`src/rtl/unidad_control_pkg.sv`:
```
// Shared encodings for the multicycle MIPS control unit: states, opcodes, mux selects.
// The ADDI states only exist in builds that define UC_ADDI_EN.
package unidad_control_pkg;

    localparam logic [3:0] ST_RESET     = 4'd0;
    localparam logic [3:0] ST_FETCH     = 4'd1;
    localparam logic [3:0] ST_DECODE    = 4'd2;
    localparam logic [3:0] ST_MEM_ADDR  = 4'd3;
    localparam logic [3:0] ST_MEM_RD    = 4'd4;
    localparam logic [3:0] ST_MEM_WB    = 4'd5;
    localparam logic [3:0] ST_MEM_WR    = 4'd6;
    localparam logic [3:0] ST_R_EXEC    = 4'd7;
    localparam logic [3:0] ST_R_WB      = 4'd8;
    localparam logic [3:0] ST_BRANCH    = 4'd9;
    localparam logic [3:0] ST_JUMP      = 4'd10;
    localparam logic [3:0] ST_ADDI_EXEC = 4'd11;
    localparam logic [3:0] ST_ADDI_WB   = 4'd12;

    typedef enum logic [3:0] {
        S_RESET     = ST_RESET,
        S_FETCH     = ST_FETCH,
        S_DECODE    = ST_DECODE,
        S_MEM_ADDR  = ST_MEM_ADDR,
        S_MEM_RD    = ST_MEM_RD,
        S_MEM_WB    = ST_MEM_WB,
        S_MEM_WR    = ST_MEM_WR,
        S_R_EXEC    = ST_R_EXEC,
        S_R_WB      = ST_R_WB,
        S_BRANCH    = ST_BRANCH,
        S_JUMP      = ST_JUMP
`ifdef UC_ADDI_EN
        ,
        S_ADDI_EXEC = ST_ADDI_EXEC,
        S_ADDI_WB   = ST_ADDI_WB
`endif
    } state_t;

    localparam logic [5:0] OP_RTYPE = 6'd0;
    localparam logic [5:0] OP_LW    = 6'd35;
    localparam logic [5:0] OP_SW    = 6'd43;
    localparam logic [5:0] OP_BEQ   = 6'd4;
    localparam logic [5:0] OP_J     = 6'd2;
    localparam logic [5:0] OP_ADDI  = 6'd8;

    localparam logic [2:0] ALU_ADD   = 3'b000;
    localparam logic [2:0] ALU_SUB   = 3'b001;
    localparam logic [2:0] ALU_FUNCT = 3'b010;

    localparam logic [1:0] SRCB_B      = 2'b00;
    localparam logic [1:0] SRCB_FOUR   = 2'b01;
    localparam logic [1:0] SRCB_IMM    = 2'b10;
    localparam logic [1:0] SRCB_IMM_SH = 2'b11;

    localparam logic [1:0] PCSRC_ALU    = 2'b00;
    localparam logic [1:0] PCSRC_ALUOUT = 2'b01;
    localparam logic [1:0] PCSRC_JUMP   = 2'b10;

    typedef struct packed {
        logic       pc_write;
        logic       pc_write_cond;
        logic       i_or_d;
        logic       mem_read;
        logic       mem_write;
        logic       ir_write;
        logic       mem_to_reg;
        logic       reg_dst;
        logic       reg_write;
        logic       alu_src_a;
        logic [1:0] alu_src_b;
        logic [2:0] alu_op;
        logic [1:0] pc_source;
    } ctrl_t;

    function automatic logic op_is_load(input logic [5:0] op);
        return op == OP_LW;
    endfunction

endpackage

```
`src/rtl/unidad_control_mc_dec.sv`:
```
// Control word decoder: state (plus mem_ready in FETCH) to datapath controls.
// Latency: combinational. Backpressure: mem_ready only gates the FETCH IR/PC loads.
// ADDI states decoded only when UC_ADDI_EN is defined.
module unidad_control_mc_dec
    import unidad_control_pkg::*;
(
    input  state_t   state,
    input  logic     mem_ready,
    output ctrl_t    ctrl
);

    always_comb begin
        ctrl = '0;
        case (state)
            S_FETCH: begin
                ctrl.mem_read  = 1'b1;
                ctrl.alu_src_b = SRCB_FOUR;
                ctrl.alu_op    = ALU_ADD;
                ctrl.pc_source = PCSRC_ALU;
                // IR and PC+4 load only on the cycle the word actually arrives
                ctrl.ir_write  = mem_ready;
                ctrl.pc_write  = mem_ready;
            end
            S_DECODE: begin
                ctrl.alu_src_b = SRCB_IMM_SH;
                ctrl.alu_op    = ALU_ADD;
            end
            S_MEM_ADDR: begin
                ctrl.alu_src_a = 1'b1;
                ctrl.alu_src_b = SRCB_IMM;
                ctrl.alu_op    = ALU_ADD;
            end
            S_MEM_RD: begin
                ctrl.i_or_d   = 1'b1;
                ctrl.mem_read = 1'b1;
            end
            S_MEM_WB: begin
                ctrl.mem_to_reg = 1'b1;
                ctrl.reg_write  = 1'b1;
            end
            S_MEM_WR: begin
                ctrl.i_or_d    = 1'b1;
                ctrl.mem_write = 1'b1;
            end
            S_R_EXEC: begin
                ctrl.alu_src_a = 1'b1;
                ctrl.alu_src_b = SRCB_B;
                ctrl.alu_op    = ALU_FUNCT;
            end
            S_R_WB: begin
                ctrl.reg_dst   = 1'b1;
                ctrl.reg_write = 1'b1;
            end
            S_BRANCH: begin
                ctrl.alu_src_a     = 1'b1;
                ctrl.alu_src_b     = SRCB_B;
                ctrl.alu_op        = ALU_SUB;
                ctrl.pc_source     = PCSRC_ALUOUT;
                ctrl.pc_write_cond = 1'b1;
            end
            S_JUMP: begin
                ctrl.pc_source = PCSRC_JUMP;
                ctrl.pc_write  = 1'b1;
            end
`ifdef UC_ADDI_EN
            S_ADDI_EXEC: begin
                ctrl.alu_src_a = 1'b1;
                ctrl.alu_src_b = SRCB_IMM;
                ctrl.alu_op    = ALU_ADD;
            end
            S_ADDI_WB: begin
                ctrl.reg_write = 1'b1;
            end
`endif
            default: ctrl = '0;
        endcase
    end

endmodule

```
`src/rtl/unidad_control_multiciclo.sv`:
```
// Multicycle MIPS control FSM; opcode 8 (addi) supported when UC_ADDI_EN is defined.
// Latency: Moore outputs from state; IR/PC loads in FETCH follow mem_ready combinationally.
// Backpressure: FETCH, MEM_RD and MEM_WR hold with stable requests until mem_ready=1.
module unidad_control_multiciclo
    import unidad_control_pkg::*;
(
    input  logic       clk,
    input  logic       rst_n,
    input  logic [5:0] inst,
    input  logic       mem_ready,
    output logic       pc_write,
    output logic       pc_write_cond,
    output logic       i_or_d,
    output logic       mem_read,
    output logic       mem_write,
    output logic       ir_write,
    output logic       mem_to_reg,
    output logic       reg_dst,
    output logic       reg_write,
    output logic       alu_src_a,
    output logic [1:0] alu_src_b,
    output logic [2:0] alu_op,
    output logic [1:0] pc_source,
    output logic       illegal_op
);

    state_t     state_q;
    state_t     state_d;
    logic [5:0] op_q;
    logic       illegal;
    ctrl_t      ctrl;

    always_ff @(posedge clk or negedge rst_n) begin
        if (!rst_n) begin
            state_q <= S_RESET;
            op_q    <= '0;
        end else begin
            state_q <= state_d;
            if (state_q == S_DECODE)
                op_q <= inst;
        end
    end

    always_comb begin
        state_d = state_q;
        illegal = 1'b0;
        case (state_q)
            S_RESET:  state_d = S_FETCH;
            S_FETCH:  if (mem_ready) state_d = S_DECODE;
            S_DECODE: begin
                case (inst)
                    OP_RTYPE:     state_d = S_R_EXEC;
                    OP_LW, OP_SW: state_d = S_MEM_ADDR;
                    OP_BEQ:       state_d = S_BRANCH;
                    OP_J:         state_d = S_JUMP;
`ifdef UC_ADDI_EN
                    OP_ADDI:      state_d = S_ADDI_EXEC;
`endif
                    default: begin
                        // PC already advanced in FETCH, so just move on
                        state_d = S_FETCH;
                        illegal = 1'b1;
                    end
                endcase
            end
            S_MEM_ADDR: state_d = op_is_load(op_q) ? S_MEM_RD : S_MEM_WR;
            S_MEM_RD:   if (mem_ready) state_d = S_MEM_WB;
            S_MEM_WB:   state_d = S_FETCH;
            S_MEM_WR:   if (mem_ready) state_d = S_FETCH;
            S_R_EXEC:   state_d = S_R_WB;
            S_R_WB:     state_d = S_FETCH;
            S_BRANCH:   state_d = S_FETCH;
            S_JUMP:     state_d = S_FETCH;
`ifdef UC_ADDI_EN
            S_ADDI_EXEC: state_d = S_ADDI_WB;
            S_ADDI_WB:   state_d = S_FETCH;
`endif
            default:    state_d = S_RESET;
        endcase
    end

    unidad_control_mc_dec u_dec (
        .state     (state_q),
        .mem_ready (mem_ready),
        .ctrl      (ctrl)
    );

    assign pc_write      = ctrl.pc_write;
    assign pc_write_cond = ctrl.pc_write_cond;
    assign i_or_d        = ctrl.i_or_d;
    assign mem_read      = ctrl.mem_read;
    assign mem_write     = ctrl.mem_write;
    assign ir_write      = ctrl.ir_write;
    assign mem_to_reg    = ctrl.mem_to_reg;
    assign reg_dst       = ctrl.reg_dst;
    assign reg_write     = ctrl.reg_write;
    assign alu_src_a     = ctrl.alu_src_a;
    assign alu_src_b     = ctrl.alu_src_b;
    assign alu_op        = ctrl.alu_op;
    assign pc_source     = ctrl.pc_source;
    assign illegal_op    = illegal;

endmodule

```
`config.mk`:
```
export PLATFORM = sky130hd
export DESIGN_NAME = unidad_control_multiciclo
export DESIGN_NICKNAME = d
export VERILOG_FILES = /design/src/rtl/unidad_control_pkg.sv /design/src/rtl/unidad_control_mc_dec.sv /design/src/rtl/unidad_control_multiciclo.sv
export SDC_FILE = /design/constraint.sdc
export NUM_CORES = 1
export LEC_CHECK = 0
export ABC_AREA = 1
export CORE_MARGIN = 2
export CORE_UTILIZATION = 42
export CTS_CLUSTER_DIAMETER = 200
export CTS_CLUSTER_SIZE = 40
export DETAILED_ROUTE_END_ITERATION = 10
export MAX_ROUTING_LAYER = met4
export PLACE_DENSITY = 0.88
export SYNTH_ARGS = -nofsm -noshare
export SYNTH_HDL_FRONTEND = slang
export SYNTH_SLANG_ARGS = --single-unit
```
`constraint.sdc`:
```
create_clock -name clk -period 1.2 [get_ports clk]
set_input_delay 0.18 -clock clk [delete_from_list [all_inputs] [get_ports clk]]
set_output_delay 0.18 -clock clk [all_outputs]
set_load 0.1 [all_outputs]
```
==> key figures, run 1 <==
Status
  • Status: did not finish
  • Failed at: detailed placement (3_5_place_dp)
  • Stop err: [ERROR DPL-0033] detailed placement checks failed during check placement.

Synth
  • Async set or reset register ratio after synthesis: 1.00
  • Sequential area share after synthesis: 0.354
  • Synth top area cells: dfrtp_1 35%, nand2_1 20%, nor2_1 13%
  • Main synth FF type: dfrtp_1
  • Netlist Area Pre-Place: 707 sq um
  • Number of distinct library cells after synthesis: 20
  • Area leader, netlist: dfrtp_1
  • Synth top area share: 0.354
  • Register bit total from synthesis: 10
  • Syn_nets: 121
  • Syn Inst Count: 112
  • Synth warn: 0
  • Avg Cell Area, Syn: 6.31 sq um
  • EDFF count, synth: 0

Placement
  • RD Place Congestion: 0.836
  • Hpwl dp: 2480 um
  • IO buf count: 25

Die
  • Die X: 45.0 um
  • Standard-cell rows: 14
  • I/O pin count: 27
  • Die height: 45.0 um
  • Initial Util: 0.459
stage by stage:
| step | setup WS [ns] | cells | setup TNS (ns) | instance area, sq um |
|---|---|---|---|---|
| global placement | -0.265 | 176 | -1.41 | 1510 |
| floorplan | -0.468 | 112 | -6.12 | 897 |
kinds of logic after synthesis:
logic type | Yosys count | synth area share
compound gates | 12 | 0.0991
buf+inv | 16 | 0.106
flops | 10 | 0.354
other cells | 1 | 0.00530
simple gates | 73 | 0.435
cell usage after synthesis, types with 2 or more instances:
cell type,instances
o21ai_0,6
inv_2,3
nand2_1,38
o22ai_1,3
dfrtp_1,10
inv_1,10
buf_4,2
nand2_2,5
nor2_1,24
==> run 2, diff against run 1 <==
--- a/config.mk
+++ b/config.mk
@@ -6,13 +6,10 @@
 export NUM_CORES = 1
 export LEC_CHECK = 0
 export ABC_AREA = 1
-export CORE_MARGIN = 2
-export CORE_UTILIZATION = 42
-export CTS_CLUSTER_DIAMETER = 200
-export CTS_CLUSTER_SIZE = 40
+export CORE_AREA = 2 2 63 65
 export DETAILED_ROUTE_END_ITERATION = 10
-export MAX_ROUTING_LAYER = met4
-export PLACE_DENSITY = 0.88
+export DIE_AREA = 0 0 65 67
+export PLACE_DENSITY_LB_ADDON = 0.15
 export SYNTH_ARGS = -nofsm -noshare
 export SYNTH_HDL_FRONTEND = slang
 export SYNTH_SLANG_ARGS = --single-unit
==> run 2 against run 1 <==
Against the previous run:
- the flow now finishes, with violations (setup timing)
- synthesized cell count unchanged
- area after synthesis unchanged
==> key figures, run 2 <==
Timing
  • Hold WS: 0.278 ns
  • PnR worst setup slack: -0.348 ns
  • RSZ-0062 raised after global routing: yes
  • Tcrit/Tclk final: 1.29
  • Max Freq: 646 MHz
  • Final Skew: 0.00348 ns
  • Fin crit period: 1.55 ns
  • Setup Viol. Count Final: 24
  • Pins Over Slew Limit: 0
  • Fin Setup TNS: -6.13 ns
  • Final hold violations: 0

Clock tree
  • Reg clk slew, reported paths: 0.05 ns
  • H-tree levels: 1
  • TritonCTS clock tree: built
  • Root Driver: clkbuf_8
  • CTS Sinks: 10
  • Clock Tree Buf Depth: 2
  • Hold Buf Count CTS: 0
  • Num CTS Buffers: 3
  • Clock latency on the worst-skew pair: 0.23 ns

Synth
  • Synth top area share: 0.354 (unchanged)
  • Synth warn: 0 (unchanged)
  • Async set or reset register ratio after synthesis: 1.00 (unchanged)
  • Avg Cell Area, Syn: 6.31 sq um (unchanged)
  • Area leader, netlist: dfrtp_1
  • Syn_nets: 121 (unchanged)
  • Synth top area cells: dfrtp_1 35%, nand2_1 20%, nor2_1 13%
  • Netlist Area Pre-Place: 707 sq um (unchanged)
  • Main synth FF type: dfrtp_1
  • Register bit total from synthesis: 10 (unchanged)
  • Sequential area share after synthesis: 0.354 (unchanged)
  • Number of distinct library cells after synthesis: 20 (unchanged)
  • Post-synth top cells: 38 x nand2_1, 24 x nor2_1, 10 x dfrtp_1, 10 x inv_1, 6 x o21ai_0
  • Syn Inst Count: 112 (unchanged)
  • Most numerous cell in the Yosys netlist: nand2_1
  • EDFF count, synth: 0 (unchanged)

Setup path
  • Worst Path Arrival: 1.37 ns
  • CP Data Required Time: 1.02 ns
  • WS Path Type: flop to output pin
  • Max FO, Critical Path: 7
  • Flop2flop setup slack: -0.25 ns
  • Setup crit end kind: output pin
  • Worst setup SP type: flop

Final layout
  • Largest register FFs: 6
  • Most common cell after layout, fill and taps aside: nand2_1
  • Share of cells above drive strength 1: 0.555
  • ANT cells: 0
  • Largest Register: op_q
  • Most frequent cells in the layout: 32 x nand2_1, 26 x buf_4, 17 x buf_12
  • Top flop regs: op_q: 6 flops, state_q: 4 flops
  • Synth-to-Final Area Change: 143%
  • Fin nets: 183

Placement
  • IO buf count: 25 (unchanged)
  • RD Place Congestion: 0.758 (-9.3%)
  • Hpwl dp: 1850 um (-25%)

Power and ir drop
  • VDD IR max: 0.986 mV
  • Leak pwr: 0.759 nW
  • Comb power frac: 0.794
  • Clock share of power: 0.084
  • Tot Pwr: 4.97 mW
  • Switch Pwr: 2.62 mW
  • Seq pwr share: 0.122
  • Sw Share: 0.527
  • Int Power: 2.35 mW
  • PD cells: 2890 mW/mm^2

Die
  • Die height: 67 um (+49%)
  • Standard-cell rows: 22 (+8)
  • Initial Util: 0.196 (-0.263)
  • Die area: 0.00436 sq mm
  • I/O pin count: 27 (unchanged)
  • Die X: 65 um (+44%)
  • Core Area: 0.00361 sq mm

Detailed routing
  • Vias/cell: 3.96
  • DR WL/cell: 10.0 um
  • Final ANT Viol Nets: 0
  • DR vias: 875
  • WL final: 2220 um
  • # DRC: 0
  • DR pass1 iterations: 4
  • Initial DRC Count: 15

Global route
  • Vias in the first global route: 894
  • Gr ovfl total: 0
  • Largest net degree at the start of global routing: 11
  • Global-route wire length before repair: 3950 um
  • Initial antenna violation count: 0
  • GRT Total Usage: 0.116

Status
  • Status: finished with violations
  • Failing checks: setup timing

Run
  • Maxcap violations: 0

Worst hold path
  • HP Class: primary input to async pin
run 2: layout make-up:
type / count / area (sq um)
timing repair buffer: 60 / 717
sequential: 10 / 251
clock buffer: 4 / 55.1
inverter: 13 / 56.3
fill: 343 / 1890
multi-input combinational: 86 / 579
tap: 48 / 60.1
run 2: timing repair:
action | CTS | global route
setup endpoints to repair | 25 | 27
pin swaps | 6 | 7
buffers inserted | 4 | 5
resized for setup | 6 | 17
run 2: worst paths after layout:
check                                 from    endpoint  cells past startpoint
worst max-delay path            state_q[2]    pc_write                      5
worst min-delay path                 rst_n     op_q[3]                      1
worst max register to register  state_q[0]  state_q[2]                     11
worst min register to register     op_q[1]     op_q[1]                      2
max in group asynchronous            rst_n  state_q[0]                      1
min in group clk                   op_q[1]     op_q[1]                      2
run 2: cell families (layout without fill, tap and decap cells):
family                 after synthesis  in the layout  synth area share
AO/OA/AOI/OAI                       12             12            0.0991
buffers and inverters               16             77             0.106
other                                1              1           0.00530
flip-flops                          10             10             0.354
AND/OR/NAND/NOR                     73             73             0.435
run 2: power by group through the flow:
stage | logic (mW) | clock network (mW) | registers, mW
floorplan | 2.36 | 0 | 0.615
global placement | 3.67 | 0 | 0.580
detailed placement | 3.69 | 0 | 0.588
CTS | 3.80 | 0.432 | 0.586
global route | 4.19 | 0.452 | 0.628
finish | 3.94 | 0.419 | 0.604
run 2: critical path, stage by stage, from the launching register on:
cell	delay [ns]
dfrtp_1	0.38
buf_4	0.17
nor2_4	0.12
inv_4	0.09
o22ai_4	0.17
buf_12	0.19
run 2: per-layer routing:
layer  track usage  wire length [um]  up-vias
met2         0.202              1100       15
met1         0.144              1000      390
met5             0                 0        -
met3        0.0203                83        2
met4        0.0399                27        0
li1              -                 -      468
run 2: stage by stage:
step | util | setup WS, ns | std cells | cell area, sq um
final | 0.477 | -0.348 | 221 | 1720
after global routing | 0.477 | -0.422 | 221 | 1720
after detailed placement | 0.427 | -0.312 | 209 | 1540
after floorplan | - | -0.468 | 112 | 897
after CTS | 0.455 | -0.360 | 217 | 1640
after global placement | 0.427 | -0.313 | 209 | 1540
Note: power is estimated with default switching activity, not from simulation.
==> run 3, diff against run 2 <==
--- a/config.mk
+++ b/config.mk
@@ -9,7 +9,8 @@
 export CORE_AREA = 2 2 63 65
 export DETAILED_ROUTE_END_ITERATION = 10
 export DIE_AREA = 0 0 65 67
-export PLACE_DENSITY_LB_ADDON = 0.15
+export PLACE_DENSITY = 0.48
+export SLEW_MARGIN = 5
 export SYNTH_ARGS = -nofsm -noshare
 export SYNTH_HDL_FRONTEND = slang
 export SYNTH_SLANG_ARGS = --single-unit
==> run 3 against run 2 <==
Against the previous run:
- the flow still finishes with violations (setup timing)
- hold slack got worse by 0.0056 ns
- die area stayed put
- clock power is essentially flat
- cell area decreased by 1.2%
- sequential power is essentially flat
- worst setup slack improved by 0.0015 ns
- first-iteration DRC count fell by 67%
- global-route usage down 0.60 points
- sequential share of layout area grew 0.17 points
- combinational power hardly changed
- flip-flop and latch count unchanged
==> key figures, run 3 (synthesis results as in run 2) <==
Setup path
  • CP Data Required Time: 1.02 ns (about the same)
  • WS Path Type: flop to output pin
  • Max FO, Critical Path: 7 (unchanged)
  • Worst setup SP type: flop
  • Worst Path Arrival: 1.37 ns (about the same)
  • Setup crit end kind: output pin

Final layout
  • Synth-to-Final Area Change: 140%
  • Register Area: 251 sq um (unchanged)
  • Multi-input logic area: 581 sq um (+0.22%)
  • Largest Register: op_q
  • Top flop regs: op_q: 6 flops, state_q: 4 flops
  • Filler instances: 348 (+1.5%)
  • Final core utilization: 0.471 (-0.00555)
  • Largest register FFs: 6 (unchanged)
  • ANT cells: 0 (unchanged)
  • Fin nets: 180 (-1.6%)
  • Most frequent cells in the layout: 30 x nand2_1, 25 x buf_4, 18 x buf_12
  • Share of cells above drive strength 1: 0.559 (+0.00391)
  • Most common cell after layout, fill and taps aside: nand2_1

Power and ir drop
  • Tot Pwr: 4.96 mW (-0.23%)
  • VDD IR max: 1.21 mV (+23%)
  • PD cells: 2920 mW/mm^2 (+0.94%)
  • Leak pwr: 0.749 nW (-1.4%)

Timing
  • RSZ-0062 raised after global routing: yes
  • Final hold violations: 0 (unchanged)
  • Fin Setup TNS: -5.25 ns (+0.883 ns)
  • Final Skew: 0.000970 ns (-0.00251 ns)
  • Fin crit period: 1.55 ns (-0.00147 ns)
  • Hold WS: 0.272 ns (-0.00561 ns)
  • PnR worst setup slack: -0.347 ns (+0.00147 ns)
  • Pins Over Slew Limit: 0 (unchanged)
  • Setup Viol. Count Final: 20 (-17%)
  • Tcrit/Tclk final: 1.29 (about the same)
  • Max Freq: 647 MHz (about the same)

Die
  • I/O pin count: 27 (unchanged)
  • Standard-cell rows: 22 (unchanged)
  • Core Area: 0.00361 sq mm (unchanged)
  • Die X: 65 um (unchanged)
  • Die height: 67 um (unchanged)
  • Die area: 0.00436 sq mm (unchanged)
  • Initial Util: 0.196 (unchanged)

Global route
  • GRT Total Usage: 0.110 (-0.00604)
  • Initial antenna violation count: 0 (unchanged)
  • Vias in the first global route: 901 (+0.78%)
  • Gr ovfl total: 0 (unchanged)
  • Largest net degree at the start of global routing: 11 (unchanged)
  • Global-route wire length before repair: 3740 um (-5.4%)

Status
  • Failing checks: setup timing
  • Status: finished with violations

Clock tree
  • CTS Sinks: 10 (unchanged)
  • Clock latency on the worst-skew pair: 0.23 ns (about the same)
  • TritonCTS clock tree: built
  • Hold Buf Count CTS: 0 (unchanged)
  • Reg clk slew, reported paths: 0.05 ns (about the same)
  • H-tree levels: 1 (unchanged)
  • Num CTS Buffers: 3 (unchanged)
  • Clock Tree Buf Depth: 2 (unchanged)
  • Root Driver: clkbuf_8

Detailed routing
  • Final ANT Viol Nets: 0 (unchanged)
  • Vias/cell: 3.99 (+0.80%)
  • # DRC: 0 (unchanged)
  • DR WL/cell: 9.58 um (-4.4%)
  • DR vias: 870 (-0.57%)
  • Initial DRC Count: 5 (-10)
  • DR pass1 iterations: 3 (-1)
  • WL final: 2090 um (-5.7%)

Placement
  • IO buf count: 25 (unchanged)
  • RD Place Congestion: 0.703 (-7.3%)
  • Hpwl dp: 1790 um (-3.3%)

Run
  • Maxcap violations: 0 (unchanged)

Worst hold path
  • HP Class: primary input to async pin
run 3: cell count changes in the layout (fill, tap and decap cells not counted), moves of 2 or more:
cell	change
nand2_2	+2
nand2_1	-2
inv_4	-2
buf_6	-3
run 3: worst paths after layout:
check                        endpoint       start  cells after the start  slack, ns
hold reg to reg               op_q[1]     op_q[1]                      2       0.48
setup / recovery             pc_write  state_q[2]                      5      -0.35
hold / removal                op_q[3]       rst_n                      1       0.27
max in group asynchronous  state_q[0]       rst_n                      1       0.58
setup reg to reg           state_q[0]  state_q[3]                      8      -0.13
min in group clk              op_q[1]     op_q[1]                      2       0.48
run 3: final cells by class:
cell class | count | share of cell area
timing repair buffer | 57 | 0.409
sequential | 10 | 0.148
multi-input combinational | 86 | 0.342
clock buffer | 4 | 0.0324
tap | 48 | 0.0353
inverter | 13 | 0.0331
run 3: power by group:
| part | leakage [nW] | switching, mW | internal [mW] | total [mW] |
|---|---|---|---|---|
| clock network | 0.0288 | 0.132 | 0.288 | 0.420 |
| registers | 0.124 | 0.111 | 0.495 | 0.606 |
| logic | 0.596 | 2.38 | 1.55 | 3.93 |
| total | 0.749 | 2.62 | 2.33 | 4.96 |
run 3: per-stage QoR:
step / setup WS, ns / cells / instance area (sq um)
2_1_floorplan: -0.468 / 112 / 897
3_3_place_gp: -0.272 / 206 / 1530
3_5_place_dp: -0.299 / 206 / 1530
4_1_cts: -0.365 / 216 / 1670
5_1_grt: -0.407 / 218 / 1700
6_report: -0.347 / 218 / 1700
run 3: critical path, stage by stage (launching register included):
cell	delay [ns]
dfrtp_1	0.39
buf_6	0.14
nor2_4	0.13
inv_6	0.08
o22ai_4	0.19
buf_12	0.19
run 3: metal layers:
metal  part of all wire  routed length, um  global-route usage
met3              0.051                107              0.0203
met4              0.015                 32              0.0479
met1               0.39                815               0.119
met5                  0                  0                   0
met2               0.54               1130               0.209
run 3: what timing repair did:
action,in CTS,in global routing
cloned,0,0
gates resized for setup,11,10
pin swaps,11,4
setup endpoints to repair,25,27
buffers inserted,7,3
==> run 4, diff against run 3 <==
--- a/config.mk
+++ b/config.mk
@@ -9,7 +9,9 @@
 export CORE_AREA = 2 2 63 65
 export DETAILED_ROUTE_END_ITERATION = 10
 export DIE_AREA = 0 0 65 67
+export GPL_TIMING_DRIVEN = 0
 export PLACE_DENSITY = 0.48
+export SKIP_CTS_REPAIR_TIMING = 1
 export SLEW_MARGIN = 5
 export SYNTH_ARGS = -nofsm -noshare
 export SYNTH_HDL_FRONTEND = slang
==> run 4 against run 3 <==
Against the previous run:
- cell area fell by 2.5%
- worst setup slack got worse by 0.099 ns
- combinational power barely moved
- first-iteration DRC count rose by 140%
- sequential power rose by 3.3%
- fmax fell by 6.0%
- non-clock buffer count fell by 11
- die area did not move
- the run still ends with setup timing left
==> key figures, run 4 (synthesis results as in run 2) <==
Power and ir drop
  • Switch Pwr: 2.65 mW (+0.93%)
  • Tot Pwr: 4.93 mW (-0.60%)
  • Int Power: 2.28 mW (-2.3%)
  • Seq pwr share: 0.127 (+0.005)
  • Comb power frac: 0.801 (+0.008)
  • VDD IR max: 0.861 mV (-29%)
  • Leak pwr: 0.690 nW (-7.8%)
  • Clock share of power: 0.072 (-0.013)
  • Sw Share: 0.537 (+0.00816)
  • PD cells: 2970 mW/mm^2 (+2.0%)

Detailed routing
  • DR WL/cell: 10.3 um (+7.2%)
  • # DRC: 0 (unchanged)
  • Initial DRC Count: 12 (+7)
  • Vias/cell: 4.16 (+4.2%)
  • DR pass1 iterations: 4 (+1)
  • WL final: 2130 um (+1.8%)
  • DR vias: 861 (-1.0%)
  • Final ANT Viol Nets: 0 (unchanged)

Run
  • Maxcap violations: 0 (unchanged)

Placement
  • RD Place Congestion: 0.820 (+17%)
  • Inst Count DP: 185 (-10%)
  • Placed inst area: 0.00121 sq mm (-21%)
  • Hpwl dp: 1580 um (-12%)
  • Pre-CTS setup slack: -1.25 ns (-0.954 ns)
  • IO buf count: 25 (unchanged)

Die
  • Die height: 67 um (unchanged)
  • Core Area: 0.00361 sq mm (unchanged)
  • I/O pin count: 27 (unchanged)
  • Standard-cell rows: 22 (unchanged)
  • Die area: 0.00436 sq mm (unchanged)
  • Initial Util: 0.196 (unchanged)
  • Die X: 65 um (unchanged)

Timing
  • Fin Setup TNS: -5.81 ns (-0.567 ns)
  • Tcrit/Tclk final: 1.37 (+0.0825)
  • PnR worst setup slack: -0.446 ns (-0.0990 ns)
  • Hold WS: 0.287 ns (+0.0147 ns)
  • RSZ-0062 raised after global routing: yes
  • Rel. slew slack: 0.660
  • Pins Over Slew Limit: 0 (unchanged)
  • Worst-Margin Slew: 0.509 ns
  • Setup Viol. Count Final: 23 (+15%)
  • Fin crit period: 1.65 ns (+0.0990 ns)
  • Max Freq: 608 MHz (-6.0%)
  • Final Skew: 0.00626 ns (+0.00530 ns)
  • Final hold violations: 0 (unchanged)

Global route
  • Vias in the first global route: 731 (-19%)
  • Gr ovfl total: 0 (unchanged)
  • Largest net degree at the start of global routing: 11 (unchanged)
  • GRT Total Usage: 0.0959 (-0.0144)
  • Initial antenna violation count: 0 (unchanged)
  • Global-route wire length before repair: 3210 um (-14%)

Clock tree
  • CTS Sinks: 10 (unchanged)
  • H-tree levels: 1 (unchanged)
  • TritonCTS clock tree: built
  • Reg clk slew, reported paths: 0.05 ns (about the same)
  • Num CTS Buffers: 3 (unchanged)
  • Clock Tree Buf Depth: 2 (unchanged)
  • Clock latency on the worst-skew pair: 0.23 ns (about the same)
  • Root Driver: clkbuf_8

Final layout
  • Top flop regs: op_q: 6 flops, state_q: 4 flops
  • Share of cells above drive strength 1: 0.509 (-0.0494)
  • Synth-to-Final Area Change: 134%
  • Most common cell after layout, fill and taps aside: nand2_1
  • Fin nets: 169 (-6.1%)
  • Most frequent cells in the layout: 33 x nand2_1, 19 x buf_12, 14 x nor2_4
  • Final instance area: 0.00166 sq mm (-2.5%)
  • Finished Layout Cells: 207 (-5.0%)
  • Largest Register: op_q
  • ANT cells: 0 (unchanged)
  • Largest register FFs: 6 (unchanged)
  • Final core utilization: 0.459 (-0.0118)

Setup path
  • Critical path, cell by cell: inv_2, nand2_4, nor2_4, clkinv_4, o22ai_4, buf_12
  • Max FO, Critical Path: 5 (-2)
  • Worst setup SP type: flop
  • Setup crit end kind: output pin
  • Slowest cell on crit path: dfrtp_2
  • Worst Path Arrival: 1.47 ns (+0.10 ns)
  • CP Data Required Time: 1.02 ns (about the same)
  • CP max stage delay: 0.45 ns (+0.06 ns)
  • WS Path Type: flop to output pin

Worst hold path
  • HP Class: primary input to async pin

Status
  • Status: finished with violations
  • Failing checks: setup timing
==> run 4: cell types whose count changed in the layout (fill, tap and decap cells not counted), sizes merged <==
cell    change
clkinv      +1
buf        -11
inv         -1
==> run 4: final timing paths <==
kind,startpoint,to,slack (ns),depth (start not counted)
worst max-delay path,state_q[2],pc_write,-0.45,6
worst min-delay path,rst_n,op_q[3],0.29,1
worst max register to register,state_q[1],state_q[2],-0.14,10
worst min register to register,op_q[1],op_q[1],0.47,2
max in group asynchronous,rst_n,state_q[1],0.54,1
min in group clk,op_q[1],op_q[1],0.47,2
==> run 4: layer usage <==
layer  vias to the layer above  track usage  part of all wire
met4                         0       0.0479             0.015
li1                        441            -                 -
met5                         -            0                 0
met2                        28        0.166              0.54
met1                       388        0.113              0.40
met3                         4       0.0169             0.045
==> run 4: cell type report <==
cell class,count,area [sq um]
fillers,357,1950
repair buffers,43,598
multi-input cells,86,596
flip-flops and latches,10,255
inverters,13,63.8
well taps,48,60.1
clock buffers,4,45.0
plain buffers,3,38.8
==> run 4: worst max-delay path: cells and delay by family, from the launching register on <==
| family | cells | cell delay, ns |
|---|---|---|
| and+or+nand+nor | 2 | 0.23 |
| buffers and inverters | 3 | 0.42 |
| DFF | 1 | 0.45 |
| AOI/OAI and AO/OA | 1 | 0.13 |
==> run 4: power groups by stage <==
stage          Sequential, mW  Combinational [mW]  Clock [mW]
3_5_place_dp            0.641                2.83           0
3_3_place_gp            0.631                2.82           0
4_1_cts                 0.636                2.84       0.378
5_1_grt                 0.647                4.16       0.395
2_1_floorplan           0.615                2.36           0
6_report                0.626                3.94       0.356
